--- config.mk ---
export PLATFORM = sky130hd
export DESIGN_NAME = multicycle_controller_flat
export DESIGN_NICKNAME = d
export VERILOG_FILES = /design/src/rtl/multicycle_controller_pkg.sv /design/src/rtl/multicycle_controller_if.sv /design/src/rtl/multicycle_controller_code_checker.sv /design/src/rtl/multicycle_controller.sv /design/src/flat_wrapper.sv
export SDC_FILE = /design/constraint.sdc
export NUM_CORES = 1
export LEC_CHECK = 0
export ABC_AREA = 1
export CAP_MARGIN = 20
export CORE_ASPECT_RATIO = 1.2
export CORE_UTILIZATION = 36
export DETAILED_ROUTE_END_ITERATION = 8
export PLACE_DENSITY_LB_ADDON = 0.3
export SYNTH_ARGS = -nofsm -noshare
export SYNTH_HDL_FRONTEND = slang
export SYNTH_HIERARCHICAL = 1
export SYNTH_SLANG_ARGS = --single-unit
--- constraint.sdc ---
create_clock -name clk -period 2.01 [get_ports clk]
set_clock_uncertainty 0.05 [all_clocks]
set_input_delay 0.3015 -clock clk [delete_from_list [all_inputs] [get_ports clk]]
set_output_delay 0.3015 -clock clk [all_outputs]
set_load 0.02 [all_outputs]
--- src/rtl/multicycle_controller_pkg.sv ---
// Shared encodings for the multicycle controller: FSM states, ALU op codes,
// mux select encodings and the bundled control-word struct.
package ctrl_pkg;

    typedef logic [3:0] state_t;

    localparam state_t S_FETCH    = 4'd0;
    localparam state_t S_DECODE   = 4'd1;
    localparam state_t S_MEMADR   = 4'd2;
    localparam state_t S_MEMREAD  = 4'd3;
    localparam state_t S_MEMWB    = 4'd4;
    localparam state_t S_MEMWRITE = 4'd5;
    localparam state_t S_EXECR    = 4'd6;
    localparam state_t S_EXECI    = 4'd7;
    localparam state_t S_ALUWB    = 4'd8;
    localparam state_t S_BRANCH   = 4'd9;

    localparam logic [3:0] ALU_AND = 4'b0000;
    localparam logic [3:0] ALU_ORR = 4'b0001;
    localparam logic [3:0] ALU_EOR = 4'b0010;
    localparam logic [3:0] ALU_ADD = 4'b0011;
    localparam logic [3:0] ALU_SUB = 4'b1011;

    localparam logic [1:0] RES_ALUOUT    = 2'b00;
    localparam logic [1:0] RES_READDATA  = 2'b01;
    localparam logic [1:0] RES_ALURESULT = 2'b10;

    localparam logic [1:0] SRCB_RD2    = 2'b00;
    localparam logic [1:0] SRCB_EXTIMM = 2'b01;
    localparam logic [1:0] SRCB_FOUR   = 2'b10;

    localparam logic [1:0] OP_DP  = 2'b00;
    localparam logic [1:0] OP_MEM = 2'b01;
    localparam logic [1:0] OP_BR  = 2'b10;

    localparam logic [3:0] FUNCT_CMP = 4'b1010;

    typedef struct packed {
        logic       pc_write;
        logic       ir_write;
        logic       reg_write;
        logic       mem_write;
        logic       adr_src;
        logic       alu_src_a;
        logic [1:0] alu_src_b;
        logic [1:0] result_src;
        logic [3:0] alu_control;
        logic [1:0] imm_src;
        logic [1:0] reg_src;
        logic       instr_done;
    } ctrl_t;

    // Unlisted functs fall back to ADD so every encoding has a defined ALU op.
    function automatic logic [3:0] funct_to_alu(input logic [3:0] funct);
        case (funct)
            4'b0000: return ALU_AND;
            4'b0001: return ALU_EOR;
            4'b0010: return ALU_SUB;
            4'b0100: return ALU_ADD;
            4'b1100: return ALU_ORR;
            4'b1010: return ALU_SUB;
            default: return ALU_ADD;
        endcase
    endfunction

    function automatic logic is_logical(input logic [3:0] alu);
        return (alu == ALU_AND) || (alu == ALU_EOR) || (alu == ALU_ORR);
    endfunction

endpackage

--- src/rtl/multicycle_controller_if.sv ---
// Instruction/flag inputs and datapath control outputs of the controller.
interface multicycle_controller_if;
    logic [31:0] Instr;
    logic [3:0]  ALUFlags;
    logic        PCWrite, IRWrite, RegWrite, MemWrite;
    logic        AdrSrc, ALUSrcA;
    logic [1:0]  ALUSrcB, ResultSrc, ImmSrc, RegSrc;
    logic [3:0]  ALUControl;
    logic        InstrDone;

    modport master (
        output Instr, ALUFlags,
        input  PCWrite, IRWrite, RegWrite, MemWrite, AdrSrc, ALUSrcA,
               ALUSrcB, ResultSrc, ImmSrc, RegSrc, ALUControl, InstrDone
    );

    modport slave (
        input  Instr, ALUFlags,
        output PCWrite, IRWrite, RegWrite, MemWrite, AdrSrc, ALUSrcA,
               ALUSrcB, ResultSrc, ImmSrc, RegSrc, ALUControl, InstrDone
    );
endinterface

--- src/rtl/multicycle_controller_code_checker.sv ---
// ARM-style condition evaluator: decides whether cond holds for the given flags.
module code_checker (
    input  logic [3:0] cond_i,
    input  logic       n_i,
    input  logic       z_i,
    input  logic       c_i,
    input  logic       v_i,
    output logic       satisfied_o
);
    always_comb begin
        satisfied_o = 1'b0;
        case (cond_i)
            4'b0000: satisfied_o = z_i;
            4'b0001: satisfied_o = !z_i;
            4'b0010: satisfied_o = c_i;
            4'b0011: satisfied_o = !c_i;
            4'b0100: satisfied_o = n_i;
            4'b0101: satisfied_o = !n_i;
            4'b0110: satisfied_o = v_i;
            4'b0111: satisfied_o = !v_i;
            4'b1000: satisfied_o = c_i && !z_i;
            4'b1001: satisfied_o = !c_i || z_i;
            4'b1010: satisfied_o = (n_i == v_i);
            4'b1011: satisfied_o = (n_i != v_i);
            4'b1100: satisfied_o = !z_i && (n_i == v_i);
            4'b1101: satisfied_o = z_i || (n_i != v_i);
            default: satisfied_o = 1'b1;
        endcase
    end
endmodule

--- src/rtl/multicycle_controller.sv ---
// Multicycle ARM-subset control FSM: sequences fetch/decode/execute states and
// holds the NZCV flag register used for conditional execution.
module multicycle_controller
    import ctrl_pkg::*;
(
    input  logic                    clk,
    input  logic                    reset,
    multicycle_controller_if.slave  bus
);
    state_t     state_q, state_d;
    logic [3:0] flags_q, flags_d;
    logic       cond_q, cond_d;
    logic       cond_ex;
    ctrl_t      ctl;

    logic [3:0] cond, funct;
    logic [1:0] op;
    logic       imm_bit, s_bit, is_cmp;
    logic [3:0] alu_dp;
    logic       unused_instr;

    assign cond         = bus.Instr[31:28];
    assign op           = bus.Instr[27:26];
    assign imm_bit      = bus.Instr[25];
    assign funct        = bus.Instr[24:21];
    assign s_bit        = bus.Instr[20];
    assign unused_instr = ^bus.Instr[19:0];
    assign is_cmp       = (funct == FUNCT_CMP);
    assign alu_dp       = funct_to_alu(funct);

    code_checker u_code_checker (
        .cond_i      (cond),
        .n_i         (flags_q[3]),
        .z_i         (flags_q[2]),
        .c_i         (flags_q[1]),
        .v_i         (flags_q[0]),
        .satisfied_o (cond_ex)
    );

    always_comb begin
        ctl     = '0;
        state_d = state_q;
        flags_d = flags_q;
        cond_d  = cond_q;
        case (state_q)
            S_FETCH: begin
                ctl.ir_write    = 1'b1;
                ctl.alu_src_a   = 1'b1;
                ctl.alu_src_b   = SRCB_FOUR;
                ctl.alu_control = ALU_ADD;
                ctl.result_src  = RES_ALURESULT;
                ctl.pc_write    = 1'b1;
                state_d         = S_DECODE;
            end
            S_DECODE: begin
                ctl.alu_src_a   = 1'b1;
                ctl.alu_src_b   = SRCB_FOUR;
                ctl.alu_control = ALU_ADD;
                ctl.imm_src     = op;
                ctl.reg_src     = (op == OP_MEM) ? 2'b10 : (op == OP_BR) ? 2'b01 : 2'b00;
                case (op)
                    OP_DP:   state_d = imm_bit ? S_EXECI : S_EXECR;
                    OP_MEM:  state_d = S_MEMADR;
                    OP_BR:   state_d = S_BRANCH;
                    default: begin
                        ctl.instr_done = 1'b1;
                        state_d        = S_FETCH;
                    end
                endcase
            end
            S_MEMADR: begin
                ctl.alu_src_b   = SRCB_EXTIMM;
                ctl.imm_src     = 2'b01;
                ctl.alu_control = ALU_ADD;
                state_d         = s_bit ? S_MEMREAD : S_MEMWRITE;
            end
            S_MEMREAD: begin
                ctl.adr_src = 1'b1;
                state_d     = S_MEMWB;
            end
            S_MEMWB: begin
                ctl.result_src = RES_READDATA;
                ctl.reg_write  = cond_ex;
                ctl.instr_done = 1'b1;
                state_d        = S_FETCH;
            end
            S_MEMWRITE: begin
                ctl.adr_src    = 1'b1;
                ctl.mem_write  = cond_ex;
                ctl.instr_done = 1'b1;
                state_d        = S_FETCH;
            end
            S_EXECR, S_EXECI: begin
                ctl.alu_src_b   = (state_q == S_EXECI) ? SRCB_EXTIMM : SRCB_RD2;
                ctl.alu_control = alu_dp;
                // Flags change on this edge, so latch the pass/fail for ALUWB now.
                cond_d          = cond_ex;
                if (cond_ex && (s_bit || is_cmp)) begin
                    if (is_logical(alu_dp)) flags_d[3:2] = bus.ALUFlags[3:2];
                    else                    flags_d      = bus.ALUFlags;
                end
                state_d = S_ALUWB;
            end
            S_ALUWB: begin
                ctl.result_src = RES_ALUOUT;
                ctl.reg_write  = cond_q && !is_cmp;
                ctl.instr_done = 1'b1;
                state_d        = S_FETCH;
            end
            S_BRANCH: begin
                ctl.alu_src_b   = SRCB_EXTIMM;
                ctl.imm_src     = 2'b10;
                ctl.reg_src     = 2'b01;
                ctl.alu_control = ALU_ADD;
                ctl.result_src  = RES_ALURESULT;
                ctl.pc_write    = cond_ex;
                ctl.instr_done  = 1'b1;
                state_d         = S_FETCH;
            end
            default: state_d = S_FETCH;
        endcase
        if (reset) begin
            state_d        = S_FETCH;
            flags_d        = 4'b0000;
            cond_d         = 1'b0;
            ctl.pc_write   = 1'b0;
            ctl.ir_write   = 1'b0;
            ctl.reg_write  = 1'b0;
            ctl.mem_write  = 1'b0;
            ctl.instr_done = 1'b0;
        end
    end

    always_ff @(posedge clk) begin
        if (reset) begin
            state_q <= S_FETCH;
            flags_q <= 4'b0000;
            cond_q  <= 1'b0;
        end else begin
            state_q <= state_d;
            flags_q <= flags_d;
            cond_q  <= cond_d;
        end
    end

    assign bus.PCWrite    = ctl.pc_write;
    assign bus.IRWrite    = ctl.ir_write;
    assign bus.RegWrite   = ctl.reg_write;
    assign bus.MemWrite   = ctl.mem_write;
    assign bus.AdrSrc     = ctl.adr_src;
    assign bus.ALUSrcA    = ctl.alu_src_a;
    assign bus.ALUSrcB    = ctl.alu_src_b;
    assign bus.ResultSrc  = ctl.result_src;
    assign bus.ALUControl = ctl.alu_control;
    assign bus.ImmSrc     = ctl.imm_src;
    assign bus.RegSrc     = ctl.reg_src;
    assign bus.InstrDone  = ctl.instr_done;
endmodule
--- src/flat_wrapper.sv ---
// flat-port wrapper written by rule: the top's interface ports become plain ports
module multicycle_controller_flat import ctrl_pkg::*;
  (clk, reset, bus_Instr, bus_ALUFlags, bus_PCWrite, bus_IRWrite, bus_RegWrite, bus_MemWrite, bus_AdrSrc, bus_ALUSrcA, bus_ALUSrcB, bus_ResultSrc, bus_ImmSrc, bus_RegSrc, bus_ALUControl, bus_InstrDone);
  multicycle_controller_if bus_i ();
  input  logic clk;
  input  logic reset;
  input wire logic [$bits(bus_i.Instr)-1:0] bus_Instr;
  input wire logic [$bits(bus_i.ALUFlags)-1:0] bus_ALUFlags;
  output wire logic [$bits(bus_i.PCWrite)-1:0] bus_PCWrite;
  output wire logic [$bits(bus_i.IRWrite)-1:0] bus_IRWrite;
  output wire logic [$bits(bus_i.RegWrite)-1:0] bus_RegWrite;
  output wire logic [$bits(bus_i.MemWrite)-1:0] bus_MemWrite;
  output wire logic [$bits(bus_i.AdrSrc)-1:0] bus_AdrSrc;
  output wire logic [$bits(bus_i.ALUSrcA)-1:0] bus_ALUSrcA;
  output wire logic [$bits(bus_i.ALUSrcB)-1:0] bus_ALUSrcB;
  output wire logic [$bits(bus_i.ResultSrc)-1:0] bus_ResultSrc;
  output wire logic [$bits(bus_i.ImmSrc)-1:0] bus_ImmSrc;
  output wire logic [$bits(bus_i.RegSrc)-1:0] bus_RegSrc;
  output wire logic [$bits(bus_i.ALUControl)-1:0] bus_ALUControl;
  output wire logic [$bits(bus_i.InstrDone)-1:0] bus_InstrDone;
  assign bus_i.Instr = bus_Instr;
  assign bus_i.ALUFlags = bus_ALUFlags;
  assign bus_PCWrite = bus_i.PCWrite;
  assign bus_IRWrite = bus_i.IRWrite;
  assign bus_RegWrite = bus_i.RegWrite;
  assign bus_MemWrite = bus_i.MemWrite;
  assign bus_AdrSrc = bus_i.AdrSrc;
  assign bus_ALUSrcA = bus_i.ALUSrcA;
  assign bus_ALUSrcB = bus_i.ALUSrcB;
  assign bus_ResultSrc = bus_i.ResultSrc;
  assign bus_ImmSrc = bus_i.ImmSrc;
  assign bus_RegSrc = bus_i.RegSrc;
  assign bus_ALUControl = bus_i.ALUControl;
  assign bus_InstrDone = bus_i.InstrDone;
  multicycle_controller u_core (.clk(clk), .reset(reset), .bus(bus_i));
endmodule
==> impl_metrics.csv <==
group,metric,value,unit
run,maxCapViolations,0,
yosys,yosysUniqueCellTypes,20,
route,drcViolationCount,0,
worst_setup_path,endpoint,"bus_RegWrite",
placement,routabilityCongestion,0.838,
grt,grt_pass1_vias,1083,
grt,grt_use_met1,21.2,%
yosys,syn_inst,165,
floorplan,rows,19,
grt,grt_max_degree,9,
timing,clock.fmax,0.521,GHz
yosys,syn_area,865,µm²
power,totalPowerFinal,0.000593,W
grt,gr-usage-met3,4.55,%
grt,grt_usage,21.5,%
power,powerDensity,430,mW/mm²
worst_setup_path,rr_endpoint,"u_core/flags_q[3]",
timing,finalHoldViolCount,0,
route,num_vias,1172,
outcome,status,"completed",
placement,port-buffer-count,35,
yosys,ys_ff_latch,9,
layout,n_antenna_cell,0,
worst_hold_path,worstHoldPathType,"reg -> reg",
worst_setup_path,crit_top_cell,"nand2_2",
floorplan,die_h,55.7,µm
yosys,synthesis.nets,203,
worst_setup_path,required,1.66,ns
layout,drive_gt1_share,21.6,%
yosys,ys_seq_area_share,20.8,%
worst_setup_path,path_max_fanout,5,
clocking,cts_tree,"yes",
worst_setup_path,startpoint_type,"flop",
worst_setup_path,cp_top_family,"simple AND/OR/NAND/NOR gates",
clocking,cts_buffer_depth,2,
layout,num-nets-final,257,
timing,period_minus_slack,1.92,ns
clocking,insertion_delay,0.26,ns
clocking,cts_num_sinks,9,
power,peakVddDrop,337,µV
grt,gr-total-overflow,0,
timing,slew_viol_final,0,
route,drt_iter0_drc,36,
worst_setup_path,rr_startpoint,"u_core/flags_q[0]",
timing,tns,0,ns
floorplan,start_util,37.9,%
clocking,htreeDepth,1,
timing,finalSetupViolCount,0,
grt,top_usage_layer,"met2",
route,drtPass1Iterations,4,
worst_setup_path,crit_start,"u_core/flags_q[0]",
route,wl,2620,µm
grt,grt_pass1_wl,4160,µm
worst_setup_path,reg2reg_slack,0.42,ns
layout,syn2layout_area_growth,59.3,%
worst_setup_path,crit_chain,"inv_1 -> nand2_2 -> nand3_2 -> a21oi_2 -> nor2_1 -> nand2_1 -> nand2_2 -> o22ai_2 -> buf_6",
floorplan,fp.dieW,46.7,µm
layout,layout_common_cells,"nand2_1, nor2_1, inv_1",
clocking,cts-root-buf,"clkbuf_4",
power,leakagePower,0.721,nW
worst_setup_path,worst-path-buf-inv,2,
floorplan,dieArea,0.00260,mm²
worst_hold_path,holdPathStages,2,
yosys,synth_warnings,6,
worst_setup_path,cp.arrival,1.57,ns
yosys,syn-mean-instance-area,5.24,µm²
placement,place_hpwl,2150,µm
worst_setup_path,crit_slowest_cell,"dfxtp_4",
timing,fin_crit_sh,95.5,%
route,drtAntennaViolNets,0,
worst_setup_path,r2r_cells,11,
floorplan,core_area,0.00228,mm²
grt,grt_use_met2,39.9,%
layout,final_common_cell,"nand2_1",
worst_setup_path,max_stage_delay,0.37,ns
route,routed_via_density,4.71,
floorplan,io_pins,57,
worst_setup_path,path_depth,9,
clocking,cts_made_buffers,3,
clocking,cts.reportedPaths.clkPinSlew,0.06,ns
worst_setup_path,crit_path_end_kind,"primary output",
route,wl_per_cell,10.5,µm
grt,grt_antenna_before_repair,0,
worst_setup_path,path_class,"reg -> out",
how the worst min path moves through the flow:
stage                     to  slack [ns]           from
5_1_grt        u_core/cond_q        0.47  u_core/cond_q
3_5_place_dp   u_core/cond_q        0.43  u_core/cond_q
4_1_cts        u_core/cond_q        0.44  u_core/cond_q
2_1_floorplan  u_core/cond_q        0.40  u_core/cond_q
3_3_place_gp   u_core/cond_q        0.42  u_core/cond_q
6_report       u_core/cond_q        0.44  u_core/cond_q
final cells by class:
cell class	instances	area (µm²)
Tap cell	31	38.8
Inverter	32	120
Clock buffer	4	26.3
Fill cell	258	905
Timing Repair Buffer	51	427
Multi-Input combinational cell	122	578
Sequential cell	9	188
timing repair:
item / CTS / global route
endpoints found under the setup margin: 17 / 8
pin swaps: 0 / 3
hold buffers: 0 / 0
cloned: 0 / 0
gates resized for setup: 31 / 27
setup buffers: 0 / 0
power breakdown:
| part | leakage, nW | internal [W] | total [W] | switching (W) |
|---|---|---|---|---|
| logic | 0.630 | 0.000111 | 0.000263 | 0.000152 |
| registers | 0.0754 | 0.000183 | 0.000187 | 0.00000386 |
| clock network | 0.0150 | 0.0000766 | 0.000143 | 0.0000662 |
metal layers:
layer	share of wire (%)	vias to the layer above	routed length [µm]
li1	-	613	-
met1	38	512	987
met3	4.9	8	129
met5	0	-	0
met4	2.9	0	76
met2	55	39	1430
cells in the mapped netlist:
cell	n	area, µm²
nor2_1	35	131
conb_1	1	3.75
inv_1	31	116
nor2_4	2	22.5
nor4_1	1	6.26
a21oi_1	10	50.1
o211ai_1	1	7.51
nand4_1	3	18.8
nor3_1	2	10.0
nand2_1	43	161
nand3_1	8	40.0
o21ai_0	8	40.0
clkbuf_1	1	3.75
dfxtp_1	9	180
nand3_4	1	17.5
nand2_2	3	18.8
o22ai_1	3	18.8
buf_4	1	7.51
nor2_2	1	6.26
inv_2	1	3.75
cell families (layout without fill, tap and decap cells):
group                  after synthesis  after routing  synth area share [%]
AO/OA/AOI/OAI                       22             22                  13.5
AND/OR/NAND/NOR                     99             99                  50.1
buffers and inverters               34             87                  15.2
flip-flops                           9              9                  20.8
other                                1              1                 0.434
worst min-delay path: cells and delay by family (launching register included):
kind,cells,cell delay [ns]
simple gates,1,0.07
flops,1,0.32
compound gates,1,0.06
stage by stage:
step / instance area (µm²) / util, % / instances / hold WS [ns] / worst slack (ns)
after floorplan: 865 / - / 165 / 0.396 / 0.387
after global placement: 1360 / 59.7 / 245 / 0.415 / -0.617
after detailed placement: 1360 / 59.7 / 245 / 0.429 / -0.665
after CTS: 1360 / 59.6 / 249 / 0.440 / 0.000348
after global routing: 1380 / 60.4 / 249 / 0.467 / -0.00847
final: 1380 / 60.4 / 249 / 0.440 / 0.0915
sequential cells by signal, summed over array words and instances (netlist names):
signal and flops:
u_core/state_q 4, u_core/cond_q 1, u_core/flags_q 4
Note: power is estimated with default switching activity, not from simulation.
